### src/rtl/mem_port_arbiter.sv
// Purpose: shares one memory port between instruction fetch (IF) and load/store (LS), one transaction in flight.
// Latency: accept, memory request handshake and response take one cycle each at minimum; next accept on cycle 4.
// Backpressure: requester readies are low while a transaction is pending; memory response stalls on owner's rsp_ready.
module mem_port_arbiter #(
    parameter int ADDR_W   = 32,
    parameter int DATA_W   = 32,
    parameter int ARB_MODE = 1
) (
    input  logic                  clk,
    input  logic                  rst,

    // Instruction fetch port (read only)
    input  logic                  i_if_req_valid,
    output logic                  o_if_req_ready,
    input  logic [ADDR_W-1:0]     i_if_req_addr,
    output logic                  o_if_rsp_valid,
    input  logic                  i_if_rsp_ready,
    output logic [DATA_W-1:0]     o_if_rsp_data,

    // Load/store port
    input  logic                  i_ls_req_valid,
    output logic                  o_ls_req_ready,
    input  logic [ADDR_W-1:0]     i_ls_req_addr,
    input  logic                  i_ls_req_we,
    input  logic [DATA_W-1:0]     i_ls_req_wdata,
    input  logic [DATA_W/8-1:0]   i_ls_req_wstrb,
    output logic                  o_ls_rsp_valid,
    input  logic                  i_ls_rsp_ready,
    output logic [DATA_W-1:0]     o_ls_rsp_data,

    // Memory port
    output logic                  o_mem_req_valid,
    input  logic                  i_mem_req_ready,
    output logic [ADDR_W-1:0]     o_mem_req_addr,
    output logic                  o_mem_req_we,
    output logic [DATA_W-1:0]     o_mem_req_wdata,
    output logic [DATA_W/8-1:0]   o_mem_req_wstrb,
    input  logic                  i_mem_rsp_valid,
    output logic                  o_mem_rsp_ready,
    input  logic [DATA_W-1:0]     i_mem_rsp_data,

    // Current transaction owner: 0 none, 1 IF, 2 LS
    output logic [1:0]            o_owner
);

    localparam int STRB_W = DATA_W / 8;

    localparam logic [1:0] OWN_NONE = 2'd0;
    localparam logic [1:0] OWN_IF   = 2'd1;
    localparam logic [1:0] OWN_LS   = 2'd2;

    typedef enum logic [1:0] {
        ST_IDLE = 2'd0,
        ST_REQ  = 2'd1,
        ST_RSP  = 2'd2
    } state_t;

    // Registered copy of the winning request; only this copy ever drives memory,
    // so requesters are free to change their inputs once accepted.
    typedef struct packed {
        logic [ADDR_W-1:0] addr;
        logic              we;
        logic [DATA_W-1:0] wdata;
        logic [STRB_W-1:0] wstrb;
    } req_t;

    state_t     state_q, state_d;
    logic [1:0] owner_q, owner_d;
    logic       last_ls_q, last_ls_d;   // 1 = LS received the most recent grant
    req_t       req_q, req_d;

    logic       grant_if;
    logic       grant_ls;
    logic       owner_rsp_ready;

    // Arbitration between the two requesters; only meaningful while idle.
    always_comb begin
        grant_if = 1'b0;
        grant_ls = 1'b0;
        if (i_if_req_valid && i_ls_req_valid) begin
            if (ARB_MODE == 0) begin
                // Fixed priority: load/store always wins a tie.
                grant_ls = 1'b1;
            end else if (last_ls_q) begin
                // Round robin: whoever did not get the last grant goes first.
                grant_if = 1'b1;
            end else begin
                grant_ls = 1'b1;
            end
        end else begin
            grant_if = i_if_req_valid;
            grant_ls = i_ls_req_valid;
        end
    end

    // Ready of whichever requester owns the transaction in flight.
    always_comb begin
        owner_rsp_ready = 1'b0;
        case (owner_q)
            OWN_IF:  owner_rsp_ready = i_if_rsp_ready;
            OWN_LS:  owner_rsp_ready = i_ls_rsp_ready;
            default: owner_rsp_ready = 1'b0;
        endcase
    end

    // Next-state, request capture and handshake outputs.
    always_comb begin
        state_d         = state_q;
        owner_d         = owner_q;
        last_ls_d       = last_ls_q;
        req_d           = req_q;
        o_if_req_ready  = 1'b0;
        o_ls_req_ready  = 1'b0;
        o_mem_req_valid = 1'b0;
        o_mem_rsp_ready = 1'b0;
        o_if_rsp_valid  = 1'b0;
        o_ls_rsp_valid  = 1'b0;

        case (state_q)
            ST_IDLE: begin
                // Readies are held low during reset: the flops are about to be
                // cleared, so an accept here would silently lose the request.
                if (!rst) begin
                    o_if_req_ready = grant_if;
                    o_ls_req_ready = grant_ls;
                    if (grant_ls) begin
                        req_d.addr  = i_ls_req_addr;
                        req_d.we    = i_ls_req_we;
                        req_d.wdata = i_ls_req_wdata;
                        req_d.wstrb = i_ls_req_wstrb;
                        owner_d     = OWN_LS;
                        last_ls_d   = 1'b1;
                        state_d     = ST_REQ;
                    end else if (grant_if) begin
                        // Fetch is read only: force a read with no byte enables.
                        req_d.addr  = i_if_req_addr;
                        req_d.we    = 1'b0;
                        req_d.wdata = '0;
                        req_d.wstrb = '0;
                        owner_d     = OWN_IF;
                        last_ls_d   = 1'b0;
                        state_d     = ST_REQ;
                    end
                end
            end

            ST_REQ: begin
                // Valid stays high until memory takes the request.
                o_mem_req_valid = 1'b1;
                if (i_mem_req_ready) begin
                    state_d = ST_RSP;
                end
            end

            ST_RSP: begin
                // Response is passed straight through to the owner; memory is
                // only told "ready" when the owner itself can take the data.
                o_mem_rsp_ready = owner_rsp_ready;
                o_if_rsp_valid  = (owner_q == OWN_IF) && i_mem_rsp_valid;
                o_ls_rsp_valid  = (owner_q == OWN_LS) && i_mem_rsp_valid;
                if (i_mem_rsp_valid && owner_rsp_ready) begin
                    state_d = ST_IDLE;
                    owner_d = OWN_NONE;
                end
            end

            default: begin
                // Unreachable encoding: recover to idle with every handshake low.
                state_d = ST_IDLE;
                owner_d = OWN_NONE;
            end
        endcase
    end

    // State, owner, grant history and request registers.
    always_ff @(posedge clk) begin
        if (rst) begin
            state_q   <= ST_IDLE;
            owner_q   <= OWN_NONE;
            last_ls_q <= 1'b1;      // first round-robin tie goes to IF
            req_q     <= '0;
        end else begin
            state_q   <= state_d;
            owner_q   <= owner_d;
            last_ls_q <= last_ls_d;
            req_q     <= req_d;
        end
    end

    assign o_mem_req_addr  = req_q.addr;
    assign o_mem_req_we    = req_q.we;
    assign o_mem_req_wdata = req_q.wdata;
    assign o_mem_req_wstrb = req_q.wstrb;

    // Data buses are shared pass-throughs; the per-port valids qualify them.
    assign o_if_rsp_data   = i_mem_rsp_data;
    assign o_ls_rsp_data   = i_mem_rsp_data;

    assign o_owner         = owner_q;

endmodule

### config.mk
export PLATFORM = sky130hd
export DESIGN_NAME = mem_port_arbiter
export DESIGN_NICKNAME = d
export VERILOG_FILES = /design/src/rtl/mem_port_arbiter.sv
export SDC_FILE = /design/constraint.sdc
export NUM_CORES = 1
export LEC_CHECK = 0
export BUFFER_PORTS_ARGS = -buffer_cell sky130_fd_sc_hd__buf_2
export CAP_MARGIN = 20
export CORE_ASPECT_RATIO = 1.2
export CORE_MARGIN = 8
export CORE_UTILIZATION = 35
export DETAILED_ROUTE_END_ITERATION = 10
export HOLD_SLACK_MARGIN = 0.02
export PLACE_DENSITY_LB_ADDON = 0.05
export SETUP_SLACK_MARGIN = 0.05
export SLEW_MARGIN = 20
export SYNTH_ARGS = -nofsm -noshare
export SYNTH_HDL_FRONTEND = slang
export SYNTH_SLANG_ARGS = --single-unit
### constraint.sdc
create_clock -name clk -period 1.3 [get_ports clk]
set_input_delay 0.26 -clock clk [delete_from_list [all_inputs] [get_ports clk]]
set_output_delay 0.26 -clock clk [all_outputs]
set_load 0.05 [all_outputs]
# Word level (Yosys, flattened, before mapping)
# Index checks and enable logic that the tools add are counted.
# classes
bitwise	1
muxes	24
n_reduce_logical	9
n_eq_ne	7
# op_table
cell	count
two-way mux 69 bit	2
two-way mux 1 bit	14
one-hot mux 2 bit (3 select lines)	2
two-way mux 2 bit	5
AND reduction 3 bit	2
equality test 2 x 1 -> 1 bit, second input constant	2
equality test 2 bit, second input constant	2
logical AND 1 bit	4
!= test 2 bit, second input constant	2
!= test 3 bit, second input constant	1
logical NOT 2 bit	1
one-hot mux 1 bit (2 select lines)	1
AND reduction 2 bit	1
nonzero test 2 bit	1
inverter 1 bit	1
# word_totals
out_inout_bits	141
reg_bits	74
wordCells	48

# Logic depth before layout (Yosys ltp)
# depth
depth_word	5
mapped_depth	6
mapped_depth_nobuf	5

# Worst setup path before layout
# Ideal clock, no wire load.
# synth_path
path_kind	flip-flop to output port
startpoint	register owner_q[0] (netlist: o_owner[0])
endpoint	output o_mem_rsp_ready
arrival_ns	2.218
n_path_buf	0
setup_slack_ns	-1.178
path_stages_with_launch	4
path_cell_list	dfxtp_1 -> inv_1 -> ha_1 -> nor3b_1
# synth_between
elab_chain_len	3
word_cells_on_any_way	4
cone_classes	2 x eq/ne; 2 x mux
# synth_rtl
item	line	source
start, declared	68	logic [1:0] owner_q, owner_d;
start signal, assigned	184	owner_q <= owner_d;
equality test 2 bit or equality test 2 x 1 -> 1 bit (tied branches)	99	case (owner_q)
one-hot mux 1 bit (2 select lines) (*)	99	
two-way mux 1 bit (*)	119	case (state_q)
end, declared	39	output logic o_mem_rsp_ready,
# Mark *: on every way between the ends. The rest lies on a longest branch, timed or not.

# Worst setup path in the final report
# Ends and elaborated chain as after synthesis.

==> flow_summary.toml <==
[timing]
worstMarginPinSlew_ns = 0.4275
timing.fmax_mhz = 617.7
hold_viol_final = 0
drv_slew = 0
postLayoutSetupSlackWorst_ns = -0.3190
final-setup-viol-count = 76
period_share_pct = 124.5
max_slew_margin_pct = 71.50
fin_skew_ns = 0.007020
min_period_ns = 1.619
rsz0062_at_grt = "yes"

[setup_path]
max_stage_delay_ns = 0.38
critPathRequiredTime_ns = 1.04
end_kind = "output port"
r2r_cells = 7
cp_cell_sequence = "inv_2 > ha_4 > a22oi_2 > nor3b_4 > buf_6"
critPathKind = "reg -> out"
crit_family = "flip-flops"
start_kind = "register"
arrival_ns = 1.36
cpMaxStageDelayCell = "dfxtp_4"
path_max_fanout = 4
path_buf_inv = 2
crit_cells = 5

[logic_synthesis]
ys_seq_area_share_pct = 43.84
avgSynthCellArea_um2 = 9.336
synthCells = 362
synth.cell_area_um2 = 3379
yosysTopAreaCell = "dfxtp_1"
yosysMostFrequentCell = "dfxtp_1"
ys_types = 35
synth.cells.most_frequent = "dfxtp_1 (74), buf_4 (64), nand2_1 (50)"
synth_area_leaders = "dfxtp_1 (44%), buf_4 (14%), a22o_1 (9.6%)"
synth_nets = 505
synth_top_flop_cell = "dfxtp_1"
synth_edf_count = 0
ys_ff_latch = 74
yosys_warnings = 0
async_flop_share_pct = 0
synth_top_area_share_pct = 43.84

[power_and_ir_drop]
ir_worst_vdd_v = 0.0006617
p_leak_uw = 0.002407
power_uw = 7349
powerDensity_nw_per_um2 = 1439

[finish]
layout.nets = 661
diodes = 0
synthToLayoutAreaGrowth_pct = 51.09
nFillCells = 915
drive_gt1_share_pct = 58.51
seq_area_um2 = 1500
multi_input_area_um2 = 1511
utilization_pct = 53.94

[clocking]
clock-root-buffer = "clkbuf_16"
htree_levels = 3
clkTransAtPathRegs_ns = 0.06
cts_hold_buf = 0
tritoncts = "built"
clk_latency_ns = 0.33
cts.sinks = 74
numCtsBuffers = 9
cts_max_path_buffers = 2

[min_path]
min_path_cells = 2
min_path_type = "in -> reg"

[routing]
vias = 3232
first_iter_violations = 147
wirelength_um = 11780
ant_nets = 0
drc_errors = 0
firstDrtPassIters = 4
viasPerCell = 5.003
post_drt_wl_per_cell_um = 18.24

[die]
initial_core_util_pct = 35.70
coreArea_um2 = 9467
dieArea_um2 = 13070
fp-row-count = 39
die_w_um = 105.7
io_pins = 282
die_h_um = 123.6

[place]
io_buffers = 185
pre_cts_ws_ns = -0.2126
dp_hpwl_um = 7987
globalplace.congestion = 0.7619

[flow_run]
cap_violations = 0

[grt]
grt_pass1_wl_um = 17950
antenna_found_initial = 3
grt_usage_pct = 17.14
grt_start_max_net_pins = 43
grt_pass1_vias = 3419
overflow = 0

[status]
violations = "negative setup slack"
status = "finished with violations"
-- final timing paths --
kind,slack [ns],startpoint,end
max,-0.32,o_owner[0],o_mem_rsp_ready
min,0.15,i_ls_req_wstrb[3],o_mem_req_wstrb[3]
min reg2reg,0.47,o_mem_req_wdata[12],o_mem_req_wdata[12]
max reg2reg,-0.23,state_q[1],o_mem_req_wdata[0]
-- report_power, final --
| group | total, uW | internal (uW) | switching (uW) |
|---|---|---|---|
| Combinational | 2340 | 930 | 1410 |
| Sequential | 2600 | 2470 | 131 |
| Clock | 2410 | 1460 | 949 |
-- per-layer routing --
layer  vias to the layer above  global-route usage (%)  wire, um
met5                         -                       0        31
met4                         6                   5.022       120
met2                       171                   26.04      5404
li1                       1560                       -         -
met3                        17                   9.110      1267
met1                      1478                   20.59      4957
-- final cells by class --
class                           instances  share of cell area [%]
Multi-Input combinational cell        192                   29.60
Sequential cell                        74                   29.38
Clock buffer                           11                   5.170
Inverter                                5                  0.4411
Timing Repair Buffer                  236                   31.73
Tap cell                              123                   3.014
Clock inverter                          5                  0.6616
-- worst reg2reg max path: cells and delay by family, from the launching register on --
kind | cells | cell delay [ns]
compound gates | 2 | 0.34
buf+inv | 4 | 0.51
flops | 1 | 0.37
simple gates | 1 | 0.19
-- metrics by stage --
step	area (um^2)	setup TNS [ns]	instances	hold slack, ns
5_1_grt	5106	-15.61	646	0.1450
6_report	5106	-11.33	646	0.1490
3_5_place_dp	4182	-4.404	604	0.4525
3_3_place_gp	4182	-2.848	604	0.4513
4_1_cts	4941	-5.963	644	0.1332
2_1_floorplan	3495	-0.4889	362	0.3901
-- state kept, by name (all words and copies together), names as in the netlist --
register,flops
o_mem_req_wstrb,4
o_mem_req_wdata,32
o_mem_req_we,1
o_owner,2
o_mem_req_addr,32
last_ls_q,1
state_q,2
-- logic make-up after synthesis --
kind of cell	share of synthesized area, %
AOI/OAI and AO/OA	24.69
adders and majority gates	0.7403
buffers and inverters	19.47
DFF	43.84
and+or+nand+nor	11.25
-- placed cells by master, fill, tap and decap left out, types with 2 or more instances in the layout --
master	netlist	final
buf_2	16	174
dfxtp_1	74	69
nand2_1	50	49
a22o_1	37	37
buf_4	64	24
buf_6	5	15
a21oi_1	27	14
a311oi_1	23	13
a21oi_2	0	12
clkbuf_16	0	12
a311oi_2	0	9
buf_12	0	9
buf_8	0	8
a31oi_1	5	5
and4_1	5	5
a221o_1	5	5
dfxtp_4	0	5
nand3_1	5	4
nand4_1	4	4
o21ai_1	0	4
inv_2	0	3
and3_4	0	3
nand2b_1	3	3
clkinvlp_4	0	3
clkbuf_4	0	3
nor2b_4	0	2
nor3b_4	0	2
nor2_4	0	2
ha_4	0	2
clkinv_2	0	2
-- timing repair --
action	in CTS	in global routing
pin swaps	14	36
cloned	8	2
endpoints found under the hold margin	0	0
setup buffers	17	8
gates resized for setup	46	48
setup endpoints to repair	82	82
Power figures use the tool's default switching activity.
